--- src/rtl/control_unit_fsm_pkg.sv ---
// control_unit_fsm_pkg
//   Shared definitions for the RV64 multicycle controller: opcode values,
//   RF_din_sel encodings, FSM state and instruction-class enumerations, and a
//   helper that tells which classes feed the immediate into the ULA.
//   Optional build macro (used by control_unit_fsm): CTRL_ILLEGAL_HALT_EN.
package control_unit_fsm_pkg;

    localparam logic [6:0] OPC_R      = 7'b0110011;
    localparam logic [6:0] OPC_I      = 7'b0010011;
    localparam logic [6:0] OPC_LOAD   = 7'b0000011;
    localparam logic [6:0] OPC_STORE  = 7'b0100011;
    localparam logic [6:0] OPC_BRANCH = 7'b1100011;
    localparam logic [6:0] OPC_JAL    = 7'b1101111;
    localparam logic [6:0] OPC_JALR   = 7'b1100111;

    localparam logic [1:0] RF_SEL_DM   = 2'b00;
    localparam logic [1:0] RF_SEL_ULA  = 2'b01;
    localparam logic [1:0] RF_SEL_LINK = 2'b10;

    typedef enum logic [2:0] {
        S_RESET  = 3'd0,
        S_FETCH  = 3'd1,
        S_DECODE = 3'd2,
        S_EXEC   = 3'd3,
        S_MEM    = 3'd4,
        S_WB     = 3'd5,
        S_HALT   = 3'd6
    } state_t;

    typedef enum logic [2:0] {
        CL_R       = 3'd0,
        CL_I       = 3'd1,
        CL_LOAD    = 3'd2,
        CL_STORE   = 3'd3,
        CL_BRANCH  = 3'd4,
        CL_JAL     = 3'd5,
        CL_JALR    = 3'd6,
        CL_ILLEGAL = 3'd7
    } instr_class_t;

    // Classes whose second ULA operand is the immediate rather than rs2.
    function automatic logic uses_imm(input instr_class_t cls);
        return (cls == CL_I) || (cls == CL_LOAD) || (cls == CL_STORE);
    endfunction

endpackage

--- src/rtl/control_unit_fsm_if.sv ---
// control_unit_fsm_if
//   Bundle between the controller and the datapath.
//   IR fields (datapath -> controller): opcode[6:0], funct3[2:0], funct7[6:0].
//   Controls (controller -> datapath): sub, WE_RF, WE_MEM, RF_din_sel[1:0],
//   ULA_din2_sel, load_pc, reset_pc, pc_next_sel, pc_adder_sel.
//   Status (controller -> outside): instr_done, illegal.
//   Modports: master = controller side, slave = datapath side.
interface control_unit_fsm_if;

    logic [6:0] opcode;
    logic [2:0] funct3;
    logic [6:0] funct7;

    logic       sub;
    logic       WE_RF;
    logic       WE_MEM;
    logic [1:0] RF_din_sel;
    logic       ULA_din2_sel;
    logic       load_pc;
    logic       reset_pc;
    logic       pc_next_sel;
    logic       pc_adder_sel;
    logic       instr_done;
    logic       illegal;

    modport master (
        input  opcode, funct3, funct7,
        output sub, WE_RF, WE_MEM, RF_din_sel, ULA_din2_sel, load_pc,
               reset_pc, pc_next_sel, pc_adder_sel, instr_done, illegal
    );

    modport slave (
        output opcode, funct3, funct7,
        input  sub, WE_RF, WE_MEM, RF_din_sel, ULA_din2_sel, load_pc,
               reset_pc, pc_next_sel, pc_adder_sel, instr_done, illegal
    );

endinterface

--- src/rtl/control_unit_fsm_decoder.sv ---
// control_unit_fsm_decoder
//   Purely combinational decode of the IR fields into an instruction class
//   and the ULA subtract request.
//   Parameter FUNCT7_CHECK: 1 = R-type with funct7 outside {0x00,0x20} is
//   illegal; 0 = only funct7[5] is looked at.
//   Ports: opcode[6:0], funct3[2:0], funct7[6:0] in; cls, sub out.
module control_unit_fsm_decoder
    import control_unit_fsm_pkg::*;
#(
    parameter int FUNCT7_CHECK = 1
) (
    input  logic [6:0]   opcode,
    input  logic [2:0]   funct3,
    input  logic [6:0]   funct7,
    output instr_class_t cls,
    output logic         sub
);

    always_comb begin
        cls = CL_ILLEGAL;
        sub = 1'b0;
        case (opcode)
            OPC_R: begin
                if ((FUNCT7_CHECK != 0) && (funct7 != 7'h00) && (funct7 != 7'h20)) begin
                    cls = CL_ILLEGAL;
                end else begin
                    cls = CL_R;
                    // Only the ADD/SUB slot (funct3=000) uses funct7[5] as subtract.
                    sub = (funct3 == 3'b000) && funct7[5];
                end
            end
            OPC_I:      cls = CL_I;
            OPC_LOAD:   cls = CL_LOAD;
            OPC_STORE:  cls = CL_STORE;
            OPC_BRANCH: begin
                cls = CL_BRANCH;
                // Branch compares are done as rs1 - rs2 so flags are valid.
                sub = 1'b1;
            end
            OPC_JAL:    cls = CL_JAL;
            OPC_JALR:   cls = CL_JALR;
            default:    cls = CL_ILLEGAL;
        endcase
    end

endmodule

--- src/rtl/control_unit_fsm.sv ---
// control_unit_fsm
//   Multicycle controller for the RV64 datapath. Sequences
//   FETCH/DECODE/EXEC/MEM/WB per instruction class and drives every datapath
//   control as a Moore function of state and the class latched in DECODE.
//   Parameters: RESET_CYCLES (>=1) cycles of reset_pc after RST_N release;
//               FUNCT7_CHECK forwarded to the decoder.
//   Ports: CLK (rising edge), RST_N (async, active-low), bus (master modport
//          of control_unit_fsm_if carrying IR fields in, controls out).
//   Build macro: CTRL_ILLEGAL_HALT_EN -- when defined an illegal instruction
//   parks the FSM in S_HALT until reset; otherwise it runs as a NOP.
module control_unit_fsm
    import control_unit_fsm_pkg::*;
#(
    parameter int RESET_CYCLES = 1,
    parameter int FUNCT7_CHECK = 1
) (
    input  logic                CLK,
    input  logic                RST_N,
    control_unit_fsm_if.master  bus
);

    localparam int              CNT_W    = (RESET_CYCLES > 1) ? $clog2(RESET_CYCLES) : 1;
    localparam logic [CNT_W-1:0] CNT_LAST = CNT_W'(RESET_CYCLES - 1);

    state_t          state_q, state_d;
    instr_class_t    class_q, class_d;
    logic            sub_q, sub_d;
    logic [CNT_W-1:0] cnt_q, cnt_d;

    instr_class_t    dec_class;
    logic            dec_sub;
    instr_class_t    cur_class;
    logic            cur_sub;

    logic            sub_o, we_rf_o, we_mem_o, ula_din2_sel_o, load_pc_o;
    logic            reset_pc_o, pc_next_sel_o, pc_adder_sel_o, instr_done_o, illegal_o;
    logic [1:0]      rf_din_sel_o;

    control_unit_fsm_decoder #(
        .FUNCT7_CHECK(FUNCT7_CHECK)
    ) u_decoder (
        .opcode (bus.opcode),
        .funct3 (bus.funct3),
        .funct7 (bus.funct7),
        .cls    (dec_class),
        .sub    (dec_sub)
    );

    always_ff @(posedge CLK or negedge RST_N) begin
        if (!RST_N) begin
            state_q <= S_RESET;
            class_q <= CL_R;
            sub_q   <= 1'b0;
            cnt_q   <= '0;
        end else begin
            state_q <= state_d;
            class_q <= class_d;
            sub_q   <= sub_d;
            cnt_q   <= cnt_d;
        end
    end

    always_comb begin
        state_d        = state_q;
        class_d        = class_q;
        sub_d          = sub_q;
        cnt_d          = cnt_q;
        sub_o          = 1'b0;
        we_rf_o        = 1'b0;
        we_mem_o       = 1'b0;
        rf_din_sel_o   = RF_SEL_DM;
        ula_din2_sel_o = 1'b0;
        load_pc_o      = 1'b0;
        reset_pc_o     = 1'b0;
        pc_next_sel_o  = 1'b0;
        pc_adder_sel_o = 1'b0;
        instr_done_o   = 1'b0;
        illegal_o      = 1'b0;

        // The class register only loads at the end of DECODE, so DECODE
        // itself looks straight at the decoder (IR is already stable).
        cur_class = (state_q == S_DECODE) ? dec_class : class_q;
        cur_sub   = (state_q == S_DECODE) ? dec_sub   : sub_q;

        if ((state_q == S_DECODE) || (state_q == S_EXEC) ||
            (state_q == S_MEM)    || (state_q == S_WB)) begin
            ula_din2_sel_o = uses_imm(cur_class);
            sub_o          = cur_sub;
            illegal_o      = (cur_class == CL_ILLEGAL);
        end

        case (state_q)
            S_RESET: begin
                reset_pc_o = 1'b1;
                if (cnt_q == CNT_LAST) begin
                    cnt_d   = '0;
                    state_d = S_FETCH;
                end else begin
                    cnt_d = cnt_q + CNT_W'(1);
                end
            end

            S_FETCH: state_d = S_DECODE;

            S_DECODE: begin
                class_d = dec_class;
                sub_d   = dec_sub;
`ifdef CTRL_ILLEGAL_HALT_EN
                state_d = (dec_class == CL_ILLEGAL) ? S_HALT : S_EXEC;
`else
                state_d = S_EXEC;
`endif
            end

            S_EXEC: begin
                case (class_q)
                    CL_R, CL_I: state_d = S_WB;
                    CL_LOAD, CL_STORE: state_d = S_MEM;
                    CL_BRANCH: begin
                        // Taken/not-taken is resolved by the PC unit from flags.
                        load_pc_o     = 1'b1;
                        pc_next_sel_o = 1'b1;
                        instr_done_o  = 1'b1;
                        state_d       = S_FETCH;
                    end
                    CL_JAL, CL_JALR: begin
                        // PC moves now; last_pc keeps the link for WB.
                        load_pc_o      = 1'b1;
                        pc_next_sel_o  = 1'b1;
                        pc_adder_sel_o = (class_q == CL_JALR);
                        state_d        = S_WB;
                    end
                    default: begin
                        // Illegal instruction retires as a NOP.
                        load_pc_o    = 1'b1;
                        instr_done_o = 1'b1;
                        state_d      = S_FETCH;
                    end
                endcase
            end

            S_MEM: begin
                if (class_q == CL_STORE) begin
                    we_mem_o     = 1'b1;
                    load_pc_o    = 1'b1;
                    instr_done_o = 1'b1;
                    state_d      = S_FETCH;
                end else if (class_q == CL_LOAD) begin
                    state_d = S_WB;
                end else begin
                    state_d = S_FETCH;
                end
            end

            S_WB: begin
                instr_done_o = 1'b1;
                state_d      = S_FETCH;
                case (class_q)
                    CL_R, CL_I: begin
                        we_rf_o      = 1'b1;
                        rf_din_sel_o = RF_SEL_ULA;
                        load_pc_o    = 1'b1;
                    end
                    CL_LOAD: begin
                        we_rf_o      = 1'b1;
                        rf_din_sel_o = RF_SEL_DM;
                        load_pc_o    = 1'b1;
                    end
                    CL_JAL, CL_JALR: begin
                        // PC already advanced in EXEC; only write the link.
                        we_rf_o      = 1'b1;
                        rf_din_sel_o = RF_SEL_LINK;
                    end
                    default: ;
                endcase
            end

            S_HALT: illegal_o = 1'b1;

            default: state_d = S_FETCH;
        endcase
    end

    assign bus.sub          = sub_o;
    assign bus.WE_RF        = we_rf_o;
    assign bus.WE_MEM       = we_mem_o;
    assign bus.RF_din_sel   = rf_din_sel_o;
    assign bus.ULA_din2_sel = ula_din2_sel_o;
    assign bus.load_pc      = load_pc_o;
    assign bus.reset_pc     = reset_pc_o;
    assign bus.pc_next_sel  = pc_next_sel_o;
    assign bus.pc_adder_sel = pc_adder_sel_o;
    assign bus.instr_done   = instr_done_o;
    assign bus.illegal      = illegal_o;

endmodule

--- src/flat_wrapper.sv ---
// flat-port wrapper written by rule: the top's interface ports become plain ports
module control_unit_fsm_flat import control_unit_fsm_pkg::*;
#(
    parameter int RESET_CYCLES = 1,
    parameter int FUNCT7_CHECK = 1
)
  (CLK, RST_N, bus_opcode, bus_funct3, bus_funct7, bus_sub, bus_WE_RF, bus_WE_MEM, bus_RF_din_sel, bus_ULA_din2_sel, bus_load_pc, bus_reset_pc, bus_pc_next_sel, bus_pc_adder_sel, bus_instr_done, bus_illegal);
  control_unit_fsm_if bus_i ();
  input  logic CLK;
  input  logic RST_N;
  input wire logic [$bits(bus_i.opcode)-1:0] bus_opcode;
  input wire logic [$bits(bus_i.funct3)-1:0] bus_funct3;
  input wire logic [$bits(bus_i.funct7)-1:0] bus_funct7;
  output wire logic [$bits(bus_i.sub)-1:0] bus_sub;
  output wire logic [$bits(bus_i.WE_RF)-1:0] bus_WE_RF;
  output wire logic [$bits(bus_i.WE_MEM)-1:0] bus_WE_MEM;
  output wire logic [$bits(bus_i.RF_din_sel)-1:0] bus_RF_din_sel;
  output wire logic [$bits(bus_i.ULA_din2_sel)-1:0] bus_ULA_din2_sel;
  output wire logic [$bits(bus_i.load_pc)-1:0] bus_load_pc;
  output wire logic [$bits(bus_i.reset_pc)-1:0] bus_reset_pc;
  output wire logic [$bits(bus_i.pc_next_sel)-1:0] bus_pc_next_sel;
  output wire logic [$bits(bus_i.pc_adder_sel)-1:0] bus_pc_adder_sel;
  output wire logic [$bits(bus_i.instr_done)-1:0] bus_instr_done;
  output wire logic [$bits(bus_i.illegal)-1:0] bus_illegal;
  assign bus_i.opcode = bus_opcode;
  assign bus_i.funct3 = bus_funct3;
  assign bus_i.funct7 = bus_funct7;
  assign bus_sub = bus_i.sub;
  assign bus_WE_RF = bus_i.WE_RF;
  assign bus_WE_MEM = bus_i.WE_MEM;
  assign bus_RF_din_sel = bus_i.RF_din_sel;
  assign bus_ULA_din2_sel = bus_i.ULA_din2_sel;
  assign bus_load_pc = bus_i.load_pc;
  assign bus_reset_pc = bus_i.reset_pc;
  assign bus_pc_next_sel = bus_i.pc_next_sel;
  assign bus_pc_adder_sel = bus_i.pc_adder_sel;
  assign bus_instr_done = bus_i.instr_done;
  assign bus_illegal = bus_i.illegal;
  control_unit_fsm #(.RESET_CYCLES(RESET_CYCLES), .FUNCT7_CHECK(FUNCT7_CHECK)) u_core (.CLK(CLK), .RST_N(RST_N), .bus(bus_i));
endmodule
--- config.mk ---
export PLATFORM = sky130hd
export DESIGN_NAME = control_unit_fsm_flat
export DESIGN_NICKNAME = d
export VERILOG_FILES = /design/src/rtl/control_unit_fsm_pkg.sv /design/src/rtl/control_unit_fsm_if.sv /design/src/rtl/control_unit_fsm_decoder.sv /design/src/rtl/control_unit_fsm.sv /design/src/flat_wrapper.sv
export SDC_FILE = /design/constraint.sdc
export NUM_CORES = 1
export LEC_CHECK = 0
export ABC_CLOCK_PERIOD_IN_PS = 2450
export CAP_MARGIN = 5
export CORE_MARGIN = 5
export CORE_UTILIZATION = 36
export CTS_CLUSTER_SIZE = 8
export DETAILED_ROUTE_END_ITERATION = 8
export PLACE_DENSITY = 0.75
export SLEW_MARGIN = 20
export SYNTH_ARGS = -nofsm -noshare
export SYNTH_HDL_FRONTEND = slang
export SYNTH_SLANG_ARGS = --single-unit
--- constraint.sdc ---
create_clock -name CLK -period 2.45 [get_ports CLK]
set_clock_uncertainty 0.05 [all_clocks]
set_input_delay 0.6125 -clock CLK [delete_from_list [all_inputs] [get_ports CLK]]
set_output_delay 0.6125 -clock CLK [all_outputs]
set_load 0.005 [all_outputs]
==> metrics, run 1 <==
CP startpoint bus_opcode[5]; largest net degree at the start of global routing 11; die area 2790 um2; DR pass1 iterations 4; ys flop type dfrtp_1; Reg area 175 um2; first-pass GRT wire length 3.84 mm; Synth Cell Area 661 um2; Avg Synthesized Cell Area 7.42 um2; Crit Path Max Fanout 3; final hold violation count 0; Crit path arrival time 2.06 ns; initial antenna violation count 0; Starting Density 0.383; commonest non-fill, non-tap cells in the layout 25 x buf_4, 11 x dlygate4sd2_1, 10 x nand2_1; Final WS setup -0.268 ns; Net Count, Synth 109; pre-CTS setup slack -1.07 ns; drt initial violations 11; dpl cell area 1130 um2; Die X 52.8 um; vias in the first global route 890; diode count 0; Multi-input gate area 601 um2; FF-to-FF End u_core.class_q[0]; num ports 31; Power Dens Cells 691 nW/um2; # nets final 168; Total GRT Usage 0.191; Crit Path Class input pin to output port; layout cell share with drive strength beyond 1 0.469; Port Buffers 30; Root Buffer clkbuf_4; Final Cycle Share 1.11; worst slew pin tran 0.324 ns; Filler cells 125; Crit. End Element output port; worst r2r src u_core.state_q[0]; DRT Wirelength 2.75 mm; Routed wire per std cell 16.0 um; Layout area overhead 103%; Yosys reg bits 7; asr flop ratio synth 1.00; failing checks setup timing; final count of negative-setup-slack endpoints 3; YS warnings 0; startpoint types input pin; CTS clk-pin slew, worst paths 0.06 ns; post-synthesis sequential area ratio 0.265; GPL Wtd Cong 0.959; hold_buf cts 0; VDD IR max 0.000403 V; via count 927; r2r worst-path depth 7; max-cap viol count 0; core area 1730 um2; total power 929 uW; GRT overflow 0; Req. time, crit path 1.79 ns; Post-synth EDFFs 0; Final Critical Period 2.72 ns; max frequency 0.368 GHz; Worst-Skew Late Latency 0.25 ns; htree depth 1; most common cell after layout, fill and taps aside buf_4; worst setup path endpoint bus_illegal; Sinks on Clock Net 7; post-synthesis cell type count 35; Leak Pwr 0.000647 uW; Bufs on Longest Clock Path 2; dpl hpwl 1.74 mm; Rows 15; post-route ant nets 0; worst hold slack 0.568 ns; die height 52.8 um; CTS tree yes; CTS Buf Count 3; fin area 1340 um2; Hold/Removal Path Class input pin to async pin; FF-to-FF setup slack 0.63 ns; RSZ-0062 raised after global routing true; fin. max-slew vios 0; run status finished with violations; Max-slew headroom 0.784; DR vias/cell 5.39; DRC 0; Synth Instances 89
==> through the flow <==
stage          TNS, ns  cells   util
2_1_floorplan        0     89      -
3_3_place_gp     -2.78    160  0.657
3_5_place_dp     -3.03    160  0.657
4_1_cts         -0.517    171  0.754
5_1_grt         -0.780    172  0.778
6_report        -0.643    172  0.778
==> Yosys cell counts, types with 3 or more instances <==
| library cell | n | area share |
|---|---|---|
| a21oi_1 | 5 | 0.038 |
| clkbuf_1 | 3 | 0.017 |
| dfrtp_1 | 7 | 0.27 |
| inv_1 | 5 | 0.028 |
| nand2_1 | 11 | 0.063 |
| nand2b_1 | 4 | 0.038 |
| nand3_1 | 5 | 0.038 |
| nor2_1 | 8 | 0.045 |
| nor4_1 | 3 | 0.028 |
| o21ai_0 | 4 | 0.030 |
| or3_1 | 3 | 0.028 |
==> layout make-up <==
type	instances	area share
Clock buffer	4	0.0196
Inverter	5	0.0140
Multi-Input combinational cell	72	0.447
Sequential cell	7	0.130
Tap cell	25	0.0233
Timing Repair Buffer	59	0.366
==> critical path, cell delays in order <==
cell and delay, ns:
buf_6 0.09, or3_4 0.39, a2111oi_4 0.35, nor2_2 0.09, o2bb2ai_4 0.16, o31ai_2 0.20, buf_2 0.16
==> worst min-delay path by stage <==
stage / from / to / slack, ns / cells after the start
3_5_place_dp: u_core.sub_q / u_core.sub_q / 0.53 / 2
4_1_cts: RST_N / u_core.state_q[2] / 0.57 / 1
3_3_place_gp: u_core.sub_q / u_core.sub_q / 0.53 / 2
5_1_grt: RST_N / u_core.class_q[0] / 0.59 / 1
2_1_floorplan: RST_N / u_core.class_q[0] / 0.27 / 0
6_report: RST_N / u_core.class_q[0] / 0.57 / 1
==> where the power goes <==
group / internal (uW) / leakage (uW) / switching (uW) / total, uW
clock network: 62.3 / 0.0000150 / 44.9 / 107
registers: 146 / 0.0000775 / 21.1 / 167
logic: 324 / 0.000554 / 330 / 654
==> what timing repair did <==
| action | in CTS | in global routing |
|---|---|---|
| endpoints found under the hold margin | 0 | 0 |
| endpoints found under the setup margin | 9 | 8 |
| resized for setup | 83 | 12 |
| setup buffers | 7 | 1 |
| pin swaps | 20 | 3 |
==> metal layers <==
layer / routed length [um] / vias to the layer above / share of wire / GRT usage
li1: - / 441 / - / -
met5: 0 / - / 0 / 0
met3: 212 / 15 / 0.077 / 0.0427
met1: 990 / 422 / 0.36 / 0.180
met2: 1400 / 49 / 0.51 / 0.364
met4: 142 / 0 / 0.052 / 0.115
==> logic make-up after synthesis <==
group	synth area share
muxes	0.0152
DFF	0.265
xor gates and xnor gates	0.0265
adders and majority gates	0.0189
buffers and inverters	0.0606
AOI/OAI and AO/OA	0.239
and+or+nand+nor	0.375
==> state kept, by name, indices dropped and copies added (netlist names) <==
register	count
u_core.class_q	3
u_core.state_q	3
u_core.sub_q	1
(Power assumes the default switching activity.)
==> run 2: changes to the inputs <==
- CORE_MARGIN: 5 -> not set
- MAX_ROUTING_LAYER: not set -> met4
==> run 2 against run 1 <==
  * The flow still finishes with violations (setup timing)
  * Combinational power hardly changed
  * Utilization is 0.22 points higher
  * Sequential cell count stayed put
  * Power is 0.70% higher
  * Global-route usage is 7.4 points higher
  * Sequential share of layout area hardly changed
  * Critical path type unchanged
  * Largest cell class unchanged
==> metrics, run 2 (same netlist as run 1, synthesis figures left out) <==
dpl cell area 1160 um2 (+2.0%); DRC 0 (unchanged); hold_buf cts 0 (unchanged); Hold/Removal Path Class input pin to async pin; htree depth 1 (unchanged); startpoint types input pin; worst slew pin tran 0.346 ns (+0.0220 ns); Worst-Skew Late Latency 0.26 ns (about the same); CTS Buf Count 3 (unchanged); first-pass GRT wire length 3.71 mm (-3.2%); DR pass1 iterations 4 (unchanged); vias in the first global route 913 (+2.6%); die height 44.8 um (-15%); fin. max-slew vios 0 (unchanged); Routed wire per std cell 13.8 um (-14%); Final Cycle Share 1.10 (-0.00601); DRT Wirelength 2.39 mm (-13%); post-route ant nets 0 (unchanged); commonest non-fill, non-tap cells in the layout 26 x buf_4, 10 x dlygate4sd2_1, 9 x nand2_1; final std cells w/o fill 173 (+0.58%); final count of negative-setup-slack endpoints 3 (unchanged); Port Buffers 30 (unchanged); Final WS setup -0.254 ns (+0.0147 ns); largest registers u_core.class_q x3, u_core.state_q x3, u_core.sub_q x1; Crit. End Element output port; Crit path largest cell delay 0.39 ns (about the same); failing checks setup timing; FF-to-FF setup slack 0.71 ns (+0.08 ns); # nets final 169 (+0.60%); largest net degree at the start of global routing 11 (unchanged); critical path, cell by cell buf_6, or3_4, or3_1, o22a_2, a211oi_2, buf_2; CTS tree yes; core area 1730 um2 (unchanged); Root Buffer clkbuf_4; fin area 1350 um2 (+0.28%); Sinks on Clock Net 7 (unchanged); Layout Utilization 0.780 (+0.00217); r2r worst-path depth 6 (-1); cell count after placement 163 (+1.9%); pre-CTS setup slack -1.03 ns (+0.0374 ns); Layout area overhead 104%; DR vias/cell 5.36 (-0.58%); GRT overflow 0 (unchanged); worst r2r src u_core.state_q[2]; RSZ-0062 raised after global routing true; die area 2010 um2 (-28%); Rows 15 (unchanged); Crit Path Max Fanout 3 (unchanged); Bufs on Longest Clock Path 2 (unchanged); max-cap viol count 0 (unchanged); Leak Pwr 0.000628 uW (-2.8%); Die X 44.8 um (-15%); FF-to-FF End u_core.sub_q; initial antenna violation count 0 (unchanged); Filler cells 123 (-1.6%); run status finished with violations; diode count 0 (unchanged); via count 927 (unchanged); Crit Path Class input pin to output port; most common cell after layout, fill and taps aside buf_4; Total GRT Usage 0.264 (+0.0737); drt initial violations 7 (-4); Starting Density 0.383 (unchanged); final hold violation count 0 (unchanged); num ports 31 (unchanged); Final Critical Period 2.70 ns (-0.0147 ns); setup TNS -0.716 ns (-0.0735 ns); GPL Wtd Cong 0.853 (-11%); CTS clk-pin slew, worst paths 0.06 ns (about the same); Max-slew headroom 0.770 (-0.0140); Req. time, crit path 1.79 ns (about the same); max frequency 0.370 GHz (+0.54%); VDD IR max 0.000452 V (+12%); Power Dens Cells 694 nW/um2 (+0.42%); Crit path arrival time 2.04 ns (-0.02 ns); layout cell share with drive strength beyond 1 0.486 (+0.0171); dpl hpwl 1.54 mm (-12%); slowest stage cell, crit path or3_4
[run 2: changes by cell type in the layout (fill, tap and decap cells not counted), moves of 2 or more]
| cell | delta |
|---|---|
| buf_8 | +2 |
| buf_6 | -3 |
| clkdlybuf4s50_1 | +2 |
| nor4_2 | +2 |
| buf_2 | +2 |
[run 2: worst max-delay path, delay by kind of cell]
kind / cells / cell delay, ns
and+or+nand+nor: 2 / 0.77
buffers and inverters: 2 / 0.23
AOI/OAI and AO/OA: 2 / 0.42
[run 2: per-stage QoR]
stage | power (uW) | hold slack [ns]
after detailed placement | 743 | 0.550
after global routing | 998 | 0.585
after CTS | 874 | 0.564
after global placement | 730 | 0.539
after floorplan | 446 | 0.267
final | 935 | 0.549
[run 2: per-layer routing]
metal	global-route usage	share of wire	vias up
met5	-	0	-
met4	0.139	0.034	0
met3	0.0280	0.055	8
met2	0.497	0.57	46
met1	0.266	0.34	432
li1	-	-	441
[run 2: where the power goes]
part           internal, uW  leakage (uW)  total (uW)  switching [uW]
Sequential              146     0.0000775         169            22.6
Clock                  62.5     0.0000150         111            48.5
Combinational           334      0.000536         655             321
Total                   543      0.000628         935             392
[run 2: worst max path at each step]
| stage | start | endpoint | slack (ns) | cells after the start |
|---|---|---|---|---|
| after floorplan | bus_funct7[1] | bus_ULA_din2_sel | 0.02 | 5 |
| after global placement | bus_opcode[6] | bus_ULA_din2_sel | -1.0 | 6 |
| after detailed placement | bus_opcode[6] | bus_ULA_din2_sel | -1.03 | 7 |
| after CTS | bus_opcode[3] | bus_ULA_din2_sel | -0.26 | 6 |
| after global routing | bus_opcode[5] | bus_ULA_din2_sel | -0.29 | 9 |
| final | bus_opcode[3] | bus_ULA_din2_sel | -0.25 | 6 |
[run 2: cell type report]
class	count	area [um2]	area share
Clock buffer	4	26.3	0.0195
Inverter	5	18.8	0.0139
Multi-Input combinational cell	72	597	0.443
Timing Repair Buffer	60	499	0.370
Sequential cell	7	175	0.130
Tap cell	25	31.3	0.0232
[run 2: timing repair]
action,in CTS,in global routing
setup endpoints to repair,10,8
setup buffers,6,1
pin swaps,18,11
cloned,0,0
resized for setup,82,19
